File: src/rtl/rr_arb_16.sv
// rr_arb_16: round-robin arbiter and sequencer for a 16:1 DMA data mux.
// One requester owns the 64-bit channel for a whole packet; priority rotates on release.
module rr_arb_16 #(
    parameter int DATA_W    = 64,
    parameter int MAX_BEATS = 256
) (
    input  logic                 clk,
    input  logic                 rst,
    input  logic [15:0]          req,
    input  logic [15:0]          last,
    input  logic [16*DATA_W-1:0] data,
    output logic [15:0]          gnt,
    output logic [3:0]           sel,
    output logic                 out_valid,
    output logic [DATA_W-1:0]    out_data,
    output logic                 out_last,
    input  logic                 out_ready,
    output logic                 busy,
    output logic                 preempt
);

    typedef enum logic {
        IDLE  = 1'b0,
        GRANT = 1'b1
    } state_t;

    localparam logic [15:0] LIMIT = 16'(MAX_BEATS - 1);

    state_t      state;
    state_t      state_next;
    logic [3:0]  ptr;
    logic [3:0]  owner;
    logic [3:0]  winner;
    logic [15:0] beats;
    logic        found;
    logic        transfer;
    logic        at_limit;
    logic        pkt_done;

    // Rotating priority scan: first set request starting at ptr, wrapping past 15.
    always_comb begin
        winner = ptr;
        found  = 1'b0;
        for (int k = 0; k < 16; k++) begin
            if (!found && req[ptr + 4'(k)]) begin
                winner = ptr + 4'(k);
                found  = 1'b1;
            end
        end
    end

    assign sel       = owner;
    assign busy      = (state == GRANT);
    assign out_valid = (state == GRANT) && req[owner];
    assign out_last  = (state == GRANT) && last[owner];
    assign out_data  = data[owner*DATA_W +: DATA_W];

    assign transfer  = out_valid && out_ready;
    assign at_limit  = (beats == LIMIT);
    assign pkt_done  = transfer && (last[owner] || at_limit);

    always_ff @(posedge clk) begin
        if (rst) begin
            state <= IDLE;
        end else begin
            state <= state_next;
        end
    end

    always_comb begin
        state_next = state;
        case (state)
            IDLE:    if (found)    state_next = GRANT;
            GRANT:   if (pkt_done) state_next = IDLE;
            default: state_next = IDLE;
        endcase
    end

    // A stalled or missing beat leaves everything untouched, so the grant can be held indefinitely.
    always_ff @(posedge clk) begin
        if (rst) begin
            ptr     <= 4'd0;
            owner   <= 4'd0;
            beats   <= 16'd0;
            gnt     <= 16'd0;
            preempt <= 1'b0;
        end else begin
            preempt <= 1'b0;
            if (state == IDLE) begin
                if (found) begin
                    owner <= winner;
                    gnt   <= 16'd1 << winner;
                    beats <= 16'd0;
                end
            end else if (transfer) begin
                beats <= beats + 16'd1;
                if (pkt_done) begin
                    ptr     <= owner + 4'd1;
                    gnt     <= 16'd0;
                    preempt <= at_limit && !last[owner];
                end
            end
        end
    end

endmodule

File: config.mk
export PLATFORM = sky130hd
export DESIGN_NAME = rr_arb_16
export DESIGN_NICKNAME = d
export VERILOG_FILES = /design/src/rtl/rr_arb_16.sv
export SDC_FILE = /design/constraint.sdc
export NUM_CORES = 1
export LEC_CHECK = 0
export ABC_AREA = 0
export CORE_AREA = 2 2 451 453
export DETAILED_ROUTE_END_ITERATION = 12
export DIE_AREA = 0 0 453 455
export PLACE_DENSITY = 0.3
export SYNTH_ARGS = -nofsm -noshare
export SYNTH_HDL_FRONTEND = slang
export SYNTH_SLANG_ARGS = --single-unit
File: constraint.sdc
create_clock -name clk -period 6.05 [get_ports clk]
set_clock_uncertainty 0.15 [all_clocks]
set_input_delay 1.21 -clock clk [delete_from_list [all_inputs] [get_ports clk]]
set_output_delay 1.21 -clock clk [all_outputs]
set_load 0.05 [all_outputs]
==> results of run 1 <==
routing by layer:
layer	vias to the layer above	global-route usage [%]	wire (um)
li1	6391	-	-
met1	8005	15.19	54220
met2	793	29.41	90270
met3	205	3.963	11500
met4	36	2.922	3850
met5	-	0	222
cell type report:
cell class | count | area (um^2)
inverter | 19 | 71.32
sequential | 42 | 855.8
timing repair buffer | 1219 | 12190
fill | 22650 | 173700
multi-input combinational | 760 | 10910
tap | 2672 | 3343
antenna | 28 | 70.07
clock inverter | 3 | 68.82
clock buffer | 5 | 125.1
final timing paths:
check	from	to	slack [ns]	cells past startpoint
max	req[14]	gnt[7]$_SDFFE_PP0P_	0.63	10
min	gnt[5]$_SDFFE_PP0P_	gnt[5]$_SDFFE_PP0P_	0.32	2
max reg2reg	ptr[1]$_SDFFE_PP0P_	gnt[7]$_SDFFE_PP0P_	0.97	12
min reg2reg	gnt[5]$_SDFFE_PP0P_	gnt[5]$_SDFFE_PP0P_	0.32	2
state kept, by name, indices dropped and copies added (netlist names):
register / cells
beats: 16
ptr: 4
sel: 4
gnt: 16
preempt: 1
busy: 1
metrics by stage:
stage                     area [um^2]  total power [mW]
after floorplan                 12220             2.953
final                           27630             5.831
after CTS                       27560             5.994
after global routing            27590             6.122
after detailed placement        27370             5.600
after global placement          27370             5.649
tightest hold or removal path, delay by kind of cell (launching register included):
family	cells	cell delay [ns]
AOI/OAI and AO/OA	1	0.06
DFF	1	0.33
and+or+nand+nor	1	0.05
cells in the final DEF (no fill, tap or decap), types with 10 or more instances in the layout:
cell and n:
a21oi_1 25, buf_12 15, buf_4 64, clkdlybuf4s50_1 1140, dfxtp_1 38, diode_2 28, ha_1 10, inv_1 17
mux2_2 19, mux2i_1 34, mux4_2 361, nand2_1 46, nand3_1 21, nor2_1 49, nor3_1 11, o21ai_0 27
xnor2_1 20, xor2_1 10
logic make-up (layout without fill, tap and decap cells):
family	after synthesis	after routing	share of synthesized area (%)
other	0	28	0
AO/OA/AOI/OAI	127	127	6.920
XOR/XNOR	30	30	2.150
flip-flops	42	42	6.879
adder cells (fa/ha/maj)	10	10	1.024
buffers and inverters	119	1246	3.890
AND/OR/NAND/NOR	173	173	6.797
multiplexers	420	420	72.34
power breakdown:
part / total (mW) / switching (mW) / internal (mW)
sequential: 0.396 / 0.0987 / 0.297
combinational: 5.08 / 2.80 / 2.28
clock: 0.357 / 0.119 / 0.237
total: 5.83 / 3.01 / 2.82
==> metrics.cfg, run 1 <==
[run_status]
outcome=finished clean

[critical_path]
crit_buf_inv=1
arrival_ns=5.51
crit_family=simple AND/OR/NAND/NOR gates
worst_setup_path_start_kind=input port
cp_slowest_cell=mux4_1
end_kind=flip-flop
worstSetupPathType=in2reg
critPathMaxFanout=10
crit_chain=clkdlybuf4s50_1 > mux4_1 > mux4_2 > or2_1 > or4_4 > o22ai_1 > xnor2_1 > nor2b_1 > nor3b_1 > a22o_1
critPathRequiredTime_ns=6.14
slowest_delay_ns=0.74

[clock_network]
cts_buffer_depth=2
cts_tree=built
path_clk_slew_ns=0.06
htree_levels=2
postCtsSetupBuffers=0
cts-resized-gates=0
hold_buffers=0
cts.sinks=42
clock-root-buffer=clkbuf_16
clk_latency_ns=0.29
cts_made_buffers=5

[route]
drt-total-wl_mm=160.1
first_pass_iters=5
first_iter_violations=1114
viasPerCell=3.250
num_vias=15430
drtAntennaViolNets=0
drc=0
wl_per_cell_um=33.71

[synthesis]
yosys-top-cells-count=mux4_2, clkbuf_1, nor2_1
syn_inst=921
synth_top_area_share_pct=66.52
synth_ff_type=dfxtp_1
yosysWarningCount=0
synth_nets=1990
syn_area_um2=12220
synthArstFlopShare_pct=0
yosysMostFrequentCell=mux4_2
postSynthAreaPerCell_um2=13.27
synthTopCellsByArea=mux4_2, dfxtp_1, mux2i_1
synth-seq-area-share_pct=6.879
yosysTopAreaCell=mux4_2
yosysUniqueCellTypes=63
ys_seq_elements=42
synth_edf_count=0

[placement]
place.detailed.hpwl_mm=146.4
dp_slack_ns=0.3173
gp_congestion=0.8980
port_buffers=1146
dp.cells=4712

[timing]
min_period_over_period_pct=89.64
post-route-min-period_ns=5.423
max_slew_margin_pct=26.54
tightest_slew_ns=1.102
setup_tns_ns=0
rsz0062_at_grt=false
setup_violations=0
drv_slew=0
final.setup.worst_slack_ns=0.6267
hold_viol_final=0
hold_ws_ns=0.3165
fmax_ghz=0.1844

[global_route]
antenna_found_initial=126
grt_pass1_wl_mm=193.9
gr-total-overflow=0
grt_max_degree=69
grt_use_total_pct=14.77
grt_pass1_vias=15840

[floorplanning]
core_area_um2=201300
floorplan.initialDensity_pct=6.072
rows=165
io_pins=1147
die_h_um=455
fp.dieW_um=453
dieArea_um2=206100

[final_layout]
nNetsFinal=3116
fin_cells=4748
area_delta_synth_final_pct=126.1
utilization_pct=13.73
drive_gt1_share_pct=23.83

[job]
drv_cap=0

[power]
leakage_nw=8.176
vdd_ir_drop_max_mv=0.1085
p_per_area_nw_per_um2=211.0

[hold_path]
hold_path_class=reg2reg

(Power assumes the default switching activity.)
==> inputs of run 2 (changes only) <==
--- a/config.mk
+++ b/config.mk
@@ -9,7 +9,9 @@
 export CORE_AREA = 2 2 451 453
 export DETAILED_ROUTE_END_ITERATION = 12
 export DIE_AREA = 0 0 453 455
+export GPL_TIMING_DRIVEN = 0
 export PLACE_DENSITY = 0.3
+export SLEW_MARGIN = 10
 export SYNTH_ARGS = -nofsm -noshare
 export SYNTH_HDL_FRONTEND = slang
 export SYNTH_SLANG_ARGS = --single-unit
==> run 2 against run 1 <==
  * Combinational power rose by 6.3%
  * Count of clock-buffer cells in the layout did not move
  * Routed wire length rose by 13%
  * Largest power group unchanged
  * Die area did not move
  * Critical path type is now reg2out
  * Worst hold slack got worse by 0.013 ns
  * Total power rose by 3.0%
  * First-iteration DRC count fell by 5.0%
  * Highest routed layer unchanged
==> metrics.cfg, run 2 (same netlist as run 1, synthesis figures left out) <==
[run_status]
outcome=finished clean

[critical_path]
startpoint=sel[0]$_SDFFE_PP0P_
r2r-start=ptr[1]$_SDFFE_PP0P_
slowest_delay_ns=0.90  ; +0.16 ns
critPathRequiredTime_ns=4.69  ; -1.45 ns
critPathMaxFanout=10  ; unchanged
worstSetupPathType=reg2out
worst_setup_path_start_kind=flip-flop
crit_chain=clkbuf_2 > buf_4 > clkbuf_4 > buf_4 > mux4_2 > mux4_2 > clkdlybuf4s50_1
arrival_ns=4.57  ; -0.94 ns
end_kind=output port
cp_slowest_cell=clkdlybuf4s50_1

[power]
swShare_pct=55.69  ; +4.0 points
pwr-share-seq_pct=5.4  ; -1.4 points
internal_power_mw=2.660  ; -5.6%
leakage_nw=8.240  ; +0.78%
pwr-share-clk_pct=4.7  ; -1.4 points
combPwrFrac_pct=90.0  ; +2.9 points
finalPower_mw=6.003  ; +3.0%
p_sw_mw=3.343  ; +11%
vdd_ir_drop_max_mv=0.09235  ; -15%
p_per_area_nw_per_um2=217.1  ; +2.9%

[final_layout]
mostFrequentLayoutCells=clkdlybuf4s50_1, mux4_2, nor2_1
utilization_pct=13.74  ; about the same
nNetsFinal=3150  ; +1.1%
layout_commonest_cell=clkdlybuf4s50_1
area_delta_synth_final_pct=126.2  ; about the same
top_regs=beats x16, gnt x16
drive_gt1_share_pct=24.11  ; +0.28 points
fin_cells=4780  ; +0.67%
final_area_um2=27650  ; about the same

[clock_network]
cts.sinks=42  ; unchanged
cts_made_buffers=5  ; unchanged
clock-root-buffer=clkbuf_16
clk_latency_ns=0.30  ; about the same
path_clk_slew_ns=0.07  ; about the same
cts_tree=built
htree_levels=2  ; unchanged
hold_buffers=0  ; unchanged
cts_buffer_depth=2  ; unchanged

[global_route]
grt_use_total_pct=16.74  ; +2.0 points
grt_max_degree=15  ; -78%
gr-total-overflow=0  ; unchanged
grt_pass1_wl_mm=216.4  ; +12%
grt_pass1_vias=16740  ; +5.7%
antenna_found_initial=130  ; +3.2%

[floorplanning]
core_area_um2=201300  ; unchanged
fp.dieW_um=453  ; unchanged
dieArea_um2=206100  ; unchanged
die_h_um=455  ; unchanged
io_pins=1147  ; unchanged
rows=165  ; unchanged
floorplan.initialDensity_pct=6.072  ; unchanged

[route]
num_vias=16100  ; +4.4%
first_pass_iters=5  ; unchanged
wl_per_cell_um=37.81  ; +12%
drc=0  ; unchanged
viasPerCell=3.369  ; +3.7%
drtAntennaViolNets=0  ; unchanged
drt-total-wl_mm=180.7  ; +13%
first_iter_violations=1058  ; -5.0%

[timing]
max_slew_margin_pct=20.98  ; -5.6 points
setup_violations=0  ; unchanged
fmax_ghz=0.1688  ; -8.5%
drv_slew=0  ; unchanged
setup_tns_ns=0  ; unchanged
min_period_over_period_pct=97.95  ; +8.3 points
tightest_slew_ns=1.185  ; +0.08337 ns
rsz0062_at_grt=false
post-route-min-period_ns=5.926  ; +0.5024 ns
hold_viol_final=0  ; unchanged

[placement]
post_dp_cell_area_um2=27160  ; -0.75%
gp_congestion=0.8802  ; -2.0%
port_buffers=1146  ; unchanged
place.detailed.hpwl_mm=164.8  ; +13%
dp.cells=4743  ; +0.66%

[hold_path]
hold_path_class=reg2reg
min_from=gnt[12]$_SDFFE_PP0P_

[job]
drv_cap=0  ; unchanged

-- run 2: cell count changes in the layout (fill, tap and decap cells not counted), moves of 13 or more --
cell,before,now
buf_4,64,15
dlygate4sd2_1,0,23
clkbuf_2,0,22
buf_2,0,13
clkdlybuf4s50_1,1140,1119
clkbuf_1,0,21
-- run 2: path summary, 6_finish.rpt --
path | end | slack [ns] | cells past startpoint
setup / recovery | out_data[3] | 0.12 | 7
hold / removal | gnt[12]$_SDFFE_PP0P_ | 0.30 | 2
setup reg to reg | gnt[7]$_SDFFE_PP0P_ | 0.29 | 18
hold reg to reg | gnt[12]$_SDFFE_PP0P_ | 0.30 | 2
-- run 2: metrics by stage --
step,hold WS [ns],setup slack [ns]
after global routing,0.3265,0.0007914
final,0.3033,0.1243
after CTS,0.3098,0.001511
after global placement,0.2963,-3.556
after floorplan,0.3151,0.9723
after detailed placement,0.2982,-1.169
-- run 2: final cells by class --
| class | count | area, um^2 |
|---|---|---|
| antenna | 26 | 65.06 |
| sequential | 42 | 842.1 |
| clock buffer | 5 | 125.1 |
| timing repair buffer | 1153 | 11570 |
| tap | 2672 | 3343 |
| buffer | 100 | 625.6 |
| clock inverter | 3 | 18.77 |
| multi-input combinational | 760 | 10980 |
| fill | 22720 | 173600 |
| inverter | 19 | 78.83 |
-- run 2: power groups by stage --
stage | logic, mW | registers (mW) | clock network (mW)
floorplan | 2.59 | 0.366 | 0
global placement | 5.52 | 0.329 | 0
detailed placement | 5.50 | 0.329 | 0
CTS | 5.52 | 0.322 | 0.296
global route | 5.63 | 0.324 | 0.303
finish | 5.40 | 0.321 | 0.280
-- run 2: what timing repair did --
action / 4_1_cts / 5_1_grt
setup buffers: 3 / 0
resized for setup: 112 / 15
endpoints found under the setup margin: 99 / 37
-- run 2: worst max-delay path, delay by kind of cell (launching register included) --
family / cells / cell delay, ns
mux: 2 / 1.18
flops: 1 / 0.49
buf+inv: 5 / 2.48
-- run 2: layer usage --
layer | vias to the layer above | wire length (um) | GRT usage, %
met3 | 229 | 11920 | 4.013
li1 | 6465 | - | -
met1 | 8567 | 62870 | 17.73
met5 | - | 202 | 0
met2 | 812 | 99700 | 32.62
met4 | 30 | 6032 | 4.328
